[config.mk]
export PLATFORM = sky130hd
export DESIGN_NAME = dense_argmax
export DESIGN_NICKNAME = d
export VERILOG_FILES = /design/src/rtl/dense_argmax.sv
export SDC_FILE = /design/constraint.sdc
export NUM_CORES = 1
export LEC_CHECK = 0
export BUFFER_PORTS_ARGS = -buffer_cell sky130_fd_sc_hd__buf_2
export CORE_MARGIN = 8
export CORE_UTILIZATION = 40
export CTS_CLUSTER_DIAMETER = 100
export DETAILED_ROUTE_END_ITERATION = 10
export GPL_TIMING_DRIVEN = 0
export PLACE_DENSITY = 0.58
export SYNTH_ARGS = -nofsm -noshare
export SYNTH_HDL_FRONTEND = slang
export SYNTH_SLANG_ARGS = --single-unit
[constraint.sdc]
create_clock -name clk -period 2.6 [get_ports clk]
set_input_delay 0 -clock clk [delete_from_list [all_inputs] [get_ports clk]]
set_output_delay 0 -clock clk [all_outputs]
set_load 0.005 [all_outputs]
[src/rtl/dense_argmax.sv]
// Running argmax over CLASS_COUNT signed scores streamed in one per cycle.
// Define DENSE_ARGMAX_SCORE_OUT_EN to expose the winning score on maxScore.
module dense_argmax #(
    parameter int CLASS_COUNT = 10,
    parameter int DATA_SIZE   = 16
) (
    input  logic                           clk,
    input  logic                           rst,
    input  logic                           start,
    input  logic                           dataValid,
    input  logic signed [DATA_SIZE-1:0]    dataIn,
    output logic                           busy,
    output logic                           done,
    output logic [$clog2(CLASS_COUNT)-1:0] classIdx
`ifdef DENSE_ARGMAX_SCORE_OUT_EN
    ,
    output logic signed [DATA_SIZE-1:0]    maxScore
`endif
);

    localparam int IDX_W = $clog2(CLASS_COUNT);
    localparam logic [IDX_W-1:0] LAST_IDX = IDX_W'(CLASS_COUNT - 1);

    typedef enum logic [1:0] {
        IDLE    = 2'd0,
        COLLECT = 2'd1,
        DONE    = 2'd2
    } state_t;

    state_t                      state_q;
    logic [IDX_W-1:0]            cnt_q;
    logic [IDX_W-1:0]            best_idx_q;
    logic signed [DATA_SIZE-1:0] best_val_q;
    logic [IDX_W-1:0]            class_idx_q;
    logic                        busy_q;
    logic                        done_q;

    logic                        accept;
    logic                        last_sample;
    logic                        take_new;
    logic [IDX_W-1:0]            best_idx_d;
    logic signed [DATA_SIZE-1:0] best_val_d;

    // Sample 0 always wins; later samples only on a strict greater-than, so ties keep the lower index.
    assign accept      = (state_q == COLLECT) && dataValid;
    assign last_sample = (cnt_q == LAST_IDX);
    assign take_new    = (cnt_q == '0) || (dataIn > best_val_q);
    assign best_val_d  = take_new ? dataIn : best_val_q;
    assign best_idx_d  = take_new ? cnt_q : best_idx_q;

    always_ff @(posedge clk or negedge rst) begin
        if (!rst) begin
            state_q     <= IDLE;
            cnt_q       <= '0;
            best_idx_q  <= '0;
            best_val_q  <= '0;
            class_idx_q <= '0;
            busy_q      <= 1'b0;
            done_q      <= 1'b0;
        end else begin
            case (state_q)
                IDLE, DONE: begin
                    // A start here only transitions; a coincident dataValid is not a sample.
                    if (start) begin
                        state_q    <= COLLECT;
                        busy_q     <= 1'b1;
                        done_q     <= 1'b0;
                        cnt_q      <= '0;
                        best_idx_q <= '0;
                        best_val_q <= '0;
                    end
                end
                COLLECT: begin
                    if (accept) begin
                        best_idx_q <= best_idx_d;
                        best_val_q <= best_val_d;
                        if (last_sample) begin
                            state_q     <= DONE;
                            busy_q      <= 1'b0;
                            done_q      <= 1'b1;
                            cnt_q       <= '0;
                            class_idx_q <= best_idx_d;
                        end else begin
                            cnt_q <= cnt_q + 1'b1;
                        end
                    end
                end
                default: begin
                    state_q <= IDLE;
                    busy_q  <= 1'b0;
                    done_q  <= 1'b0;
                end
            endcase
        end
    end

    assign busy     = busy_q;
    assign done     = done_q;
    assign classIdx = class_idx_q;

`ifdef DENSE_ARGMAX_SCORE_OUT_EN
    logic signed [DATA_SIZE-1:0] max_score_q;

    // Held like classIdx: a new start leaves the previous result visible until the next finish.
    always_ff @(posedge clk or negedge rst) begin
        if (!rst) begin
            max_score_q <= '0;
        end else if (accept && last_sample) begin
            max_score_q <= best_val_d;
        end
    end

    assign maxScore = max_score_q;
`else
    // bestVal stays internal here; it still feeds the running compare.
`endif

endmodule

# Word level (Yosys, flattened, before mapping)
# Index checks and enable logic that the tools add are counted.
# totals
register_bits	32
input_bits	20
word_cells	49
# op_classes
addsub	1
magnitude_cmp	1
eq_ne	7
muxes	23
reduce_logical	10
# ops
operator	n
$mux 16	3
$pmux 16 s2	1
$mux 4	5
$gt 16x16->1	1
$pmux 4 s2	2
$reduce_and 3->1	3
$ne 2x2->1 const B	4
$mux 1	6
$mux 2	3
$add 4x1->4 const B	1
$eq 4x4->1 const B	1
$logic_not 4->1	1
$pmux 1 s2	2
$pmux 2 s2	1
$reduce_and 4->1	1
$eq 2x1->1 const B	1
$eq 2x2->1 const B	1
$logic_not 2->1	1
$reduce_bool 2->1	1
$reduce_or 2->1	1
$logic_and 1x1->1	1
$logic_or 1x1->1	1

# Depth between registers and ports, before layout
# Gate-level depths: netlist of run 1.
# logic_depth
depth_word	5
ltp_mapped	10

# Worst setup path before layout of run 1
# Ideal clock, no wire load.
# synth_timing
path_type	flip-flop to flip-flop
from	reg best_val_q[15]
to	reg best_idx_q[0]
arrival_ns	2.298
required_ns	2.479
setup_slack_ns	0.181
path_stages_with_launch	11
n_path_buf	2
path_cell_list	dfrtp_1 -> inv_1 -> ha_1 -> nand4_4 -> nor3_1 -> a211o_2 -> o31a_4 -> a31o_4 -> buf_12 -> buf_12 -> a22o_1
# synth_between
elab_chain_cells	5
# synth_rtl
item	line	text
start: declaration	33	logic signed [DATA_SIZE-1:0] best_val_q;
start signal: assignment	76	best_val_q <= best_val_d;
$gt 16x16->1	47	assign take_new = (cnt_q == '0) || (dataIn > best_val_q);
$logic_or 1x1->1	47	
$mux 4	49	assign best_idx_d = take_new ? cnt_q : best_idx_q;
$mux 4	74	if (accept) begin
$pmux 4 s2	61	case (state_q)
end signal: assignment	75	best_idx_q <= best_idx_d;
end: declaration	32	logic [IDX_W-1:0] best_idx_q;
# No other way between the ends. The select of a mux whose other input is x is not followed.
# A chain may end at the register's enable or synchronous reset.

# Worst setup path in the final report of run 1
# layout_timing
from	reg best_val_q[1]
to	reg best_val_q[0]
# layout_between
elab_chain_cells	4
# layout_rtl
item	line
$gt 16x16->1	47
$logic_or 1x1->1	47
$ne 2x2->1 (no line)	n/a
$reduce_and 4->1 (no line)	n/a
# No other way between the ends.

==> reports/results.md, run 1 <==
| Step | Quantity | Reported |
|:---|:---|:---|
| clocking | Clock latency reported for the late side of the worst-skew pair | 280 ps |
| setup path | Minimum setup slack among reg-to-reg paths | 20 ps |
| hold path | Type of the tightest min-delay check | in -> reg |
| logic synthesis | Cells after Synth | 170 |
| setup path | CP startpoint kind | flop |
| drt | Routed len/inst | 14.99 um |
| drt | Post-detailed-route count of antenna-violating nets | 0 |
| global routing | Gr usage total | 0.1219 |
| timing | Setup repair after global routing missed its margin | yes |
| logic synthesis | Cell area after synthesis | 1832 sq um |
| drt | Number of design-rule violations left by the first detailed-router iteration | 71 |
| pwr | Power density cells | 1055 nW/um^2 |
| logic synthesis | Count of yosys warnings during synthesis | 0 |
| logic synthesis | Sequential-to-total area share from yosys stat | 0.4235 |
| setup path | Worst Path Arrival | 2790 ps |
| setup path | R2r worst-path depth | 11 |
| setup path | Crit path capture type | flop |
| timing | Highest clock frequency the design can meet | 387.2 MHz |
| place | Number of buffers inserted by port buffering | 25 |
| drt | First-pass iteration count of the detailed router | 4 |
| global routing | Global-route wire length before repair | 7031 um |
| logic synthesis | Commonest cells in the netlist | 31 x dfrtp_1, 19 x ha_1, 18 x a22o_1, 18 x inv_1, 14 x nand2_1 |
| floorplanning | Row count | 24 |
| status | Result of the run | finished, final reports clean |
| logic synthesis | Post-synthesis cell type count | 39 |
| clocking | CTS sink cnt | 31 |
| drt | Routed via count | 1508 |
| logic synthesis | Post-synth EDFFs | 0 |
| logic synthesis | Synth Flop Type | dfrtp_1 |
| setup path | Crit. Startpoint | best_val_q[1] |
| place | RD Place Congestion | 0.8190 |
| clocking | Longest Clk Path Bufs | 2 |
| pwr | Static power due to leakage | 1.180 nW |
| setup path | Worst reg2reg startpoint | best_val_q[1] |
| global routing | Gr ovfl total | 0 |
| floorplanning | Die width | 83.67 um |
| logic synthesis | Area share of the leading cell type in the synthesized netlist | 0.4235 |
| cells and area | Number of antenna repair diodes | 0 |
| setup path | Worst setup endpoint | best_val_q[0] |
| pwr | Worst voltage drop across the vdd grid | 0.4924 mV |
| setup path | Required time at the worst-slack endpoint | 2800 ps |
| cells and area | Final standard cell area without fillers | 2445 sq um |
| clocking | Clock buffer count from CTS | 5 |
| timing | Period Utilization, post-route | 0.9933 |
| global routing | Maximum number of pins on one net before global-route repair | 32 |
| cells and area | Finished Layout Cells | 284 |
| clocking | TritonCTS clock tree | yes |
| clocking | CTS clock-pin slew for the worst setup and hold paths | 60 ps |
| global routing | Via count of the first global-routing pass | 1534 |
| timing | Final setup margin | 17.43 ps |
| logic synthesis | Async set or reset register ratio after synthesis | 1.000 |
| floorplanning | Die footprint | 7001 sq um |
| cells and area | Final layout net count | 270 |
| cells and area | Fraction of final layout cells with drive strength greater than 1 | 0.2672 |
| logic synthesis | Cell accounting for the most synthesized area | dfrtp_1 |
| place | Placed instance area | 2022 sq um |
| timing | Hold Vio Cnt, Final | 0 |
| drt | Number of vias per cell | 5.310 |
| logic synthesis | Leading cell type by number of instances after synthesis | dfrtp_1 |
| floorplanning | Area of the core | 4384 sq um |
| timing | Clock period minus worst slack | 2583 ps |
| drt | Count of unresolved DRC violations after routing | 0 |
| clocking | Root buffer cell | clkbuf_8 |
| timing | Total count of max-transition violations in the final report | 0 |
| place | Placed insts | 247 |
| logic synthesis | Net count after synthesis | 209 |
| place | HPWL reported at the end of detailed placement | 2983 um |
| timing | Worst relative slew slack | 0.5273 |
| timing | Setup skew after layout | 6.670 ps |
| logic synthesis | Synth area leaders | dfrtp_1 42%, ha_1 13%, a22o_1 8.6% |
| timing | Total setup violations reported at the end of the flow | 0 |
| setup path | Critical path peak fanout | 5 |
| timing | Pin slew with the least headroom to its limit | 709.0 ps |
| logic synthesis | Syn avg cell area | 10.78 sq um |
| global routing | Number of antenna violations at the first check in global routing | 0 |
| place | Post-placement setup slack | 35.84 ps |
| logic synthesis | Flip-flop and latch count after synthesis | 31 |
| setup path | R2R Path End | best_val_q[0] |
| floorplanning | Initial standard-cell utilization of the core | 0.4178 |
| floorplanning | Num ports | 26 |
| setup path | Classification of the worst setup path | reg -> reg |
| floorplanning | Die span in y | 83.67 um |
| cells and area | Area growth, synth to finish | 33.47% |
| clocking | Deepest level of the CTS H-tree | 2 |
| drt | Routed wire length | 4256 um |
| job | Number of max-cap violations | 0 |
## kinds of logic after synthesis
group | Yosys count | share of synthesized area
compound gates | 56 | 0.2521
fa+ha+maj | 19 | 0.1298
buf+inv | 21 | 0.06489
flops | 31 | 0.4235
mux | 1 | 0.005465
simple gates | 42 | 0.1243
## routing by layer
metal  track usage  wire length (um)
met1        0.1474              1887
met2        0.1944              2132
met3       0.03613               168
met4       0.05338                67
met5             0                 0
## flip-flops by register name, summed over array words and instances (netlist names)
name	cells
best_idx_q	4
busy	1
state_q	2
classIdx	4
cnt_q	4
best_val_q	16
## how the worst min path moves through the flow
stage,cells after the start,slack [ps],end,startpoint
after floorplan,0,-300,best_idx_q[0],rst
after global placement,1,80,best_val_q[6],rst
after detailed placement,1,90,best_val_q[4],rst
after CTS,4,30,state_q[0],dataValid
after global routing,4,50,state_q[0],dataValid
final,4,40,state_q[0],dataValid
## report_power, final
part / switching, mW / leakage, nW / internal (mW)
Sequential: 0.155 / 0.394 / 0.682
Combinational: 0.639 / 0.734 / 0.684
Clock: 0.178 / 0.0515 / 0.241
Total: 0.972 / 1.18 / 1.61
## per-stage QoR
| step | utilization | setup TNS (ps) | hold WS (ps) | power [mW] |
|---|---|---|---|---|
| 6_report | 0.5576 | 0 | 40.22 | 2.578 |
| 3_3_place_gp | 0.4612 | 0 | 80.58 | 1.906 |
| 5_1_grt | 0.5576 | -1439 | 50.29 | 2.793 |
| 2_1_floorplan | - | 0 | -295.6 | 1.672 |
| 3_5_place_dp | 0.4612 | 0 | 91.11 | 1.956 |
| 4_1_cts | 0.5251 | 0 | 34.19 | 2.409 |
## area by class of cell
cell class | count | area, sq um
fill | 386 | 1939
timing repair buffer | 55 | 429.2
inverter | 18 | 67.56
sequential | 31 | 775.7
multi-input combinational | 118 | 975.9
tap | 52 | 65.06
buffer | 2 | 31.28
clock buffer | 8 | 100.1
## what timing repair did
action,4_1_cts,5_1_grt
setup endpoints to repair,0,11
buffers inserted,0,10
hold buffers,18,0
hold endpoints to repair,49,0
gates resized for setup,0,10
## placed cells by master (no fill, tap or decap), drive strengths merged, types with 2 or more instances in the layout
cell type,count
a31oi,4
nor3,3
or2,2
a22o,18
dfrtp,31
dlygate4sd3,18
o31a,2
nand4,5
a32o,2
a21oi,11
inv,18
ha,19
nand2b,3
o21ai,10
nand2,14
buf,38
clkbuf,9
nor2,8
## worst max-delay path: stages, from the launching register on
cell	delay, ps
dfrtp_1	350
inv_2	50
ha_4	250
nor2b_1	110
o211ai_1	210
buf_4	210
a2111oi_4	430
o221ai_4	200
buf_12	160
a21oi_4	200
buf_6	160
mux2i_1	170
Note: power is estimated with default switching activity, not from simulation.
==> run 2: changes to the inputs <==
--- a/config.mk
+++ b/config.mk
@@ -11,7 +11,7 @@
 export CTS_CLUSTER_DIAMETER = 100
 export DETAILED_ROUTE_END_ITERATION = 10
 export GPL_TIMING_DRIVEN = 0
-export PLACE_DENSITY = 0.58
+export PLACE_DENSITY = 0.56
 export SYNTH_ARGS = -nofsm -noshare
 export SYNTH_HDL_FRONTEND = slang
 export SYNTH_SLANG_ARGS = --single-unit
==> constraint.sdc (replaced) <==
create_clock -name clk -period 3.3 [get_ports clk]
set_input_delay 0 -clock clk [delete_from_list [all_inputs] [get_ports clk]]
set_output_delay 0 -clock clk [all_outputs]
set_load 0.02 [all_outputs]
==> reports/results.md, run 2 (synthesis gave the netlist of run 1 again) <==
| Step | Quantity | Reported | vs previous |
|:---|:---|:---|:---|
| timing | Final-layout setup total negative slack | 0 ps | unchanged |
| clocking | Setup Fix Bufs, Post-CTS | 0 | unchanged |
| global routing | Global-route wire length before repair | 7065 um | +0.48% |
| floorplanning | Die width | 83.67 um | unchanged |
| place | Placed insts | 247 | unchanged |
| drt | First-pass iteration count of the detailed router | 4 | unchanged |
| drt | Count of unresolved DRC violations after routing | 0 | unchanged |
| pwr | Power density cells | 810.8 nW/um^2 | -23% |
| clocking | Root buffer cell | clkbuf_8 |  |
| cells and area | Fraction of final layout cells with drive strength greater than 1 | 0.2110 | -0.05623 |
| setup path | Crit path capture type | flop |  |
| cells and area | Number of antenna repair diodes | 0 | unchanged |
| drt | Routed len/inst | 15.06 um | +0.49% |
| timing | Clock period minus worst slack | 2612 ps |  |
| setup path | Critical path peak fanout | 10 | +5 |
| floorplanning | Die span in y | 83.67 um | unchanged |
| cells and area | Final layout net count | 258 | -4.4% |
| cells and area | Register with the most flip-flops | best_val_q |  |
| place | HPWL reported at the end of detailed placement | 3009 um | +0.89% |
| cells and area | Flip-flop count of the largest register, all copies and words added | 16 | unchanged |
| floorplanning | Area of the core | 4384 sq um | unchanged |
| global routing | Via count of the first global-routing pass | 1527 | -0.46% |
| job | Number of max-cap violations | 0 | unchanged |
| timing | Total setup violations reported at the end of the flow | 0 | unchanged |
| clocking | Longest Clk Path Bufs | 2 | unchanged |
| global routing | Number of antenna violations at the first check in global routing | 0 | unchanged |
| drt | Number of design-rule violations left by the first detailed-router iteration | 59 | -17% |
| cells and area | Area growth, synth to finish | 23.63% |  |
| setup path | Worst Path Arrival | 2770 ps | -20 ps |
| drt | Number of vias per cell | 5.481 | +3.2% |
| setup path | Required time at the worst-slack endpoint | 3460 ps | +660 ps |
| drt | Post-detailed-route count of antenna-violating nets | 0 | unchanged |
| clocking | CTS clock-pin slew for the worst setup and hold paths | 60 ps | about the same |
| setup path | CP startpoint kind | primary input |  |
| pwr | Static power due to leakage | 1.099 nW | -6.9% |
| timing | Total count of max-transition violations in the final report | 0 | unchanged |
| global routing | Gr usage total | 0.1204 | -0.001463 |
| clocking | Clock buffer count from CTS | 5 | unchanged |
| global routing | Gr ovfl total | 0 | unchanged |
| cells and area | # fillers | 397 | +2.8% |
| timing | Setup repair after global routing missed its margin | no |  |
| place | Number of buffers inserted by port buffering | 25 | unchanged |
| timing | Period Utilization, post-route | 0.7915 |  |
| clocking | Clock latency reported for the late side of the worst-skew pair | 270 ps | about the same |
| timing | Worst relative slew slack | 0.5323 | +0.004972 |
| drt | Routed wire length | 4066 um | -4.5% |
| floorplanning | Row count | 24 | unchanged |
| floorplanning | Die footprint | 7001 sq um | unchanged |
| pwr | Worst voltage drop across the vdd grid | 0.4117 mV | -16% |
| timing | Setup skew after layout | 5.218 ps | -1.451 ps |
| clocking | CTS sink cnt | 31 | unchanged |
| clocking | Hold-fix buffers, CTS | 17 | -1 |
| drt | Routed via count | 1480 | -1.9% |
| cells and area | Area taken by flip-flops and latches | 775.7 sq um | unchanged |
| cells and area | Highest-count cells in the layout ignoring fill and taps | 31 x dfrtp_1, 25 x buf_2, 19 x ha_1 |  |
| cells and area | Finished Layout Cells | 270 | -4.9% |
| clocking | Post-cts repair resize count | 0 | unchanged |
| clocking | Deepest level of the CTS H-tree | 2 | unchanged |
| status | Result of the run | finished, final reports clean |  |
| floorplanning | Num ports | 26 | unchanged |
| place | Post-placement setup slack | 712.5 ps | +676.7 ps |
| cells and area | Leading cell type in the layout, fill and taps excluded | dfrtp_1 |  |
| place | RD Place Congestion | 0.8165 | -0.31% |
| floorplanning | Initial standard-cell utilization of the core | 0.4178 | unchanged |
| timing | Highest clock frequency the design can meet | 382.9 MHz |  |
| global routing | Maximum number of pins on one net before global-route repair | 32 | unchanged |
| timing | Pin slew with the least headroom to its limit | 701.5 ps | -7.459 ps |
| hold path | Type of the tightest min-delay check | in -> reg |  |
| setup path | Classification of the worst setup path | in -> reg |  |
| clocking | TritonCTS clock tree | yes |  |
| cells and area | Area of the multi-input gates | 937.1 sq um | -4.0% |
| timing | Final setup margin | 688.2 ps | +670.8 ps |
| timing | Hold Vio Cnt, Final | 0 | unchanged |
==> run 2: cell type report <==
class	instances	area share
clock buffers	6	0.03204
inverters	18	0.02983
multi-input cells	118	0.4138
plain buffers	3	0.02265
repair buffers	42	0.1304
flip-flops and latches	31	0.3425
well taps	52	0.02873
==> run 2: through the flow <==
| stage | area (sq um) | power (mW) | util | hold slack (ps) |
|---|---|---|---|---|
| after floorplan | 1832 | 1.339 | - | -295.6 |
| after global placement | 2022 | 1.526 | 0.4612 | 84.71 |
| after detailed placement | 2022 | 1.564 | 0.4612 | 94.28 |
| after CTS | 2265 | 1.856 | 0.5166 | 9.529 |
| final | 2265 | 1.836 | 0.5166 | 22.43 |
| after global routing | 2265 | 1.998 | 0.5166 | 30.95 |
==> run 2: path summary, 6_finish.rpt <==
kind | endpoint | start | cells after the start | slack [ps]
worst min register to register | classIdx[2] | classIdx[2] | 2 | 480
min in group asynchronous | best_val_q[6] | rst | 2 | 300
worst max register to register | best_val_q[1] | best_val_q[7] | 10 | 710
worst min-delay path | best_val_q[0] | dataIn[0] | 3 | 20
worst max-delay path | best_val_q[1] | dataIn[15] | 11 | 690
max in group asynchronous | classIdx[1] | rst | 2 | 2530
==> run 2: where the power goes <==
group,switching [mW],internal (mW)
sequential,0.121,0.537
combinational,0.477,0.435
clock,0.125,0.140
==> run 2: per-layer routing <==
layer	vias to the layer above	share of wire	global-route usage
met5	-	0	0
li1	719	-	-
met2	36	0.50	0.1944
met1	720	0.45	0.1484
met4	0	0.0084	0.04239
met3	5	0.046	0.03418
==> run 2: critical path: stages <==
cell and delay (ps):
dlygate4sd3_1 540, buf_2 130, ha_1 370, nand4_4 160, o21bai_1 90, a211o_2 360
o31a_4 400, a31o_4 250, buf_12 140, buf_12 130, a22o_1 180
==> run 3: changes to the inputs <==
==> constraint.sdc (replaced) <==
create_clock -name clk -period 2.52 [get_ports clk]
set_input_delay 0 -clock clk [delete_from_list [all_inputs] [get_ports clk]]
set_output_delay 0 -clock clk [all_outputs]
set_load 0.02 [all_outputs]
==> reports/results.md, run 3 (synthesis gave the netlist of run 1 again) <==
| Step | Quantity | Reported | vs previous |
|:---|:---|:---|:---|
| clocking | CTS sink cnt | 31 | unchanged |
| floorplanning | Num ports | 26 | unchanged |
| setup path | R2R Path End | best_idx_q[3] |  |
| global routing | Maximum number of pins on one net before global-route repair | 32 | unchanged |
| floorplanning | Die footprint | 7001 sq um | unchanged |
| timing | Total setup violations reported at the end of the flow | 0 | unchanged |
| global routing | Via count of the first global-routing pass | 1601 | +4.8% |
| global routing | Gr usage total | 0.1270 | +0.006615 |
| setup path | Minimum setup slack among reg-to-reg paths | 80 ps | -630 ps |
| timing | Highest clock frequency the design can meet | 409.1 MHz |  |
| floorplanning | Area of the core | 4384 sq um | unchanged |
| floorplanning | Row count | 24 | unchanged |
| timing | Total count of max-transition violations in the final report | 0 | unchanged |
| drt | Routed via count | 1528 | +3.2% |
| drt | Routed wire length | 4250 um | +4.5% |
| clocking | Clock latency reported for the late side of the worst-skew pair | 270 ps | about the same |
| timing | Pin slew with the least headroom to its limit | 692.7 ps | -8.891 ps |
| pwr | Share of power burned in the clock network | 0.133 | -0.011 |
| cells and area | Final standard cell area without fillers | 2435 sq um | +7.5% |
| setup path | Worst setup endpoint | best_idx_q[3] |  |
| pwr | Static power due to leakage | 1.159 nW | +5.5% |
| floorplanning | Die span in y | 83.67 um | unchanged |
| pwr | Worst voltage drop across the vdd grid | 0.6031 mV | +46% |
| clocking | CTS clock-pin slew for the worst setup and hold paths | 60 ps | about the same |
| clocking | Clock buffer count from CTS | 5 | unchanged |
| cells and area | Register with the most flip-flops | best_val_q |  |
| status | Result of the run | finished, final reports clean |  |
| cells and area | Highest-count cells in the layout ignoring fill and taps | 31 x dfrtp_1, 25 x buf_2, 18 x a22o_1 |  |
| clocking | Deepest level of the CTS H-tree | 2 | unchanged |
| global routing | Gr ovfl total | 0 | unchanged |
| setup path | Crit path capture type | flop |  |
| place | HPWL reported at the end of detailed placement | 3009 um | unchanged |
| place | RD Place Congestion | 0.8165 | unchanged |
| setup path | Worst Path Arrival | 2600 ps | -170 ps |
| cells and area | Post-Route Utilization | 0.5554 | +0.03881 |
| timing | Final-layout setup total negative slack | 0 ps | unchanged |
| cells and area | Fraction of final layout cells with drive strength greater than 1 | 0.2957 | +0.08464 |
| pwr | Net switching power | 1.022 mW | +41% |
| setup path | Classification of the worst setup path | reg -> reg |  |
| setup path | Critical path peak fanout | 7 | -3 |
| cells and area | Area growth, synth to finish | 32.92% |  |
| clocking | TritonCTS clock tree | yes |  |
| timing | Hold Vio Cnt, Final | 0 | unchanged |
| setup path | Crit. Startpoint | best_val_q[1] |  |
| floorplanning | Die width | 83.67 um | unchanged |
| drt | Routed len/inst | 15.07 um | about the same |
| pwr | Sw Share | 0.3901 | -0.003831 |
| hold path | Type of the tightest min-delay check | in -> reg |  |
| global routing | Number of antenna violations at the first check in global routing | 0 | unchanged |
| setup path | Worst reg2reg startpoint | best_val_q[1] |  |
| pwr | Flop pwr share | 0.330 | -0.029 |
| place | Number of buffers inserted by port buffering | 25 | unchanged |
| drt | Count of unresolved DRC violations after routing | 0 | unchanged |
| drt | Number of design-rule violations left by the first detailed-router iteration | 58 | -1.7% |
| cells and area | Leading cell type in the layout, fill and taps excluded | dfrtp_1 |  |
| drt | Number of vias per cell | 5.418 | -1.2% |
| clocking | Root buffer cell | clkbuf_8 |  |
| setup path | Required time at the worst-slack endpoint | 2680 ps | -780 ps |
| timing | Setup skew after layout | 7.022 ps | +1.803 ps |
| timing | Worst relative slew slack | 0.5382 | +0.005928 |
| setup path | CP startpoint kind | flop |  |
| clocking | Longest Clk Path Bufs | 2 | unchanged |
| drt | First-pass iteration count of the detailed router | 4 | unchanged |
| cells and area | Flip-flop count of the largest register, all copies and words added | 16 | unchanged |
| drt | Post-detailed-route count of antenna-violating nets | 0 | unchanged |
| floorplanning | Initial standard-cell utilization of the core | 0.4178 | unchanged |
| cells and area | Number of antenna repair diodes | 0 | unchanged |
| global routing | Global-route wire length before repair | 7458 um | +5.6% |
| job | Number of max-cap violations | 0 | unchanged |
| setup path | R2r worst-path depth | 10 | unchanged |
| timing | Clock period minus worst slack | 2445 ps |  |
| pwr | Logic gate share of total power | 0.537 | +0.040 |
| pwr | Internal Dissipation | 1.598 mW | +44% |
| timing | Period Utilization, post-route | 0.9700 |  |
| pwr | Power density cells | 1076 nW/um^2 | +33% |
| cells and area | Final layout net count | 270 | +4.7% |
| place | Placed instance area | 2022 sq um | unchanged |
## run 3: cell count changes in the layout (fill, tap and decap cells not counted), moves of 2 or more
cell / previous run / this run
a21oi_1: 10 / 7
a21oi_2: 0 / 3
buf_4: 0 / 14
dlygate4sd3_1: 17 / 15
ha_1: 19 / 15
ha_4: 0 / 4
## run 3: layout make-up
type	instances	area [sq um]
multi-input cells	118	1022
clock buffers	6	72.57
inverters	18	67.56
repair buffers	55	400.4
plain buffers	2	31.28
fillers	377	1949
well taps	52	65.06
flip-flops and latches	31	775.7
## run 3: worst min-delay path by stage
stage | depth (start not counted) | end | startpoint
floorplan | 0 | best_idx_q[0] | rst
global placement | 1 | best_val_q[7] | rst
detailed placement | 1 | best_val_q[6] | rst
CTS | 2 | best_val_q[15] | dataIn[15]
global route | 2 | best_val_q[1] | dataIn[1]
finish | 2 | best_val_q[15] | dataIn[15]
## run 3: through the flow
step,hold slack (ps),setup slack (ps),power [mW],instances
2_1_floorplan,-295.6,100.9,1.753,170
3_3_place_gp,84.71,-39.12,1.998,247
3_5_place_dp,94.28,-67.47,2.048,247
4_1_cts,2.869,4.347,2.505,276
5_1_grt,16.89,-0.5602,2.846,282
6_report,13.32,75.48,2.620,282
## run 3: critical path: stages (launching register included)
cell and delay (ps):
dfrtp_1 390, inv_2 70, ha_4 190, nor2b_1 120
o211ai_1 270, buf_4 180, a31oi_4 90, o31a_4 400
a31o_4 280, buf_12 140, a32o_2 210
## run 3: layer usage
layer | track usage | vias up | share of wire
li1 | - | 739 | -
met1 | 0.1551 | 755 | 0.45
met2 | 0.2084 | 27 | 0.50
met3 | 0.03320 | 7 | 0.036
met4 | 0.04553 | 0 | 0.014
met5 | 0 | - | 0
## run 3: what timing repair did
item                                    CTS  global route
endpoints found under the setup margin   11            15
pin swaps                                 7             8
hold buffers                             15             0
gates resized for setup                   7             5
hold endpoints to repair                 45             0
buffers inserted                          9             6
## run 3: power groups by stage
stage	Sequential, mW	Combinational [mW]	Clock, mW
finish	0.866	1.41	0.348
global route	0.891	1.57	0.387
CTS	0.861	1.28	0.362
detailed placement	0.865	1.18	0
global placement	0.855	1.14	0
floorplan	0.851	0.902	0
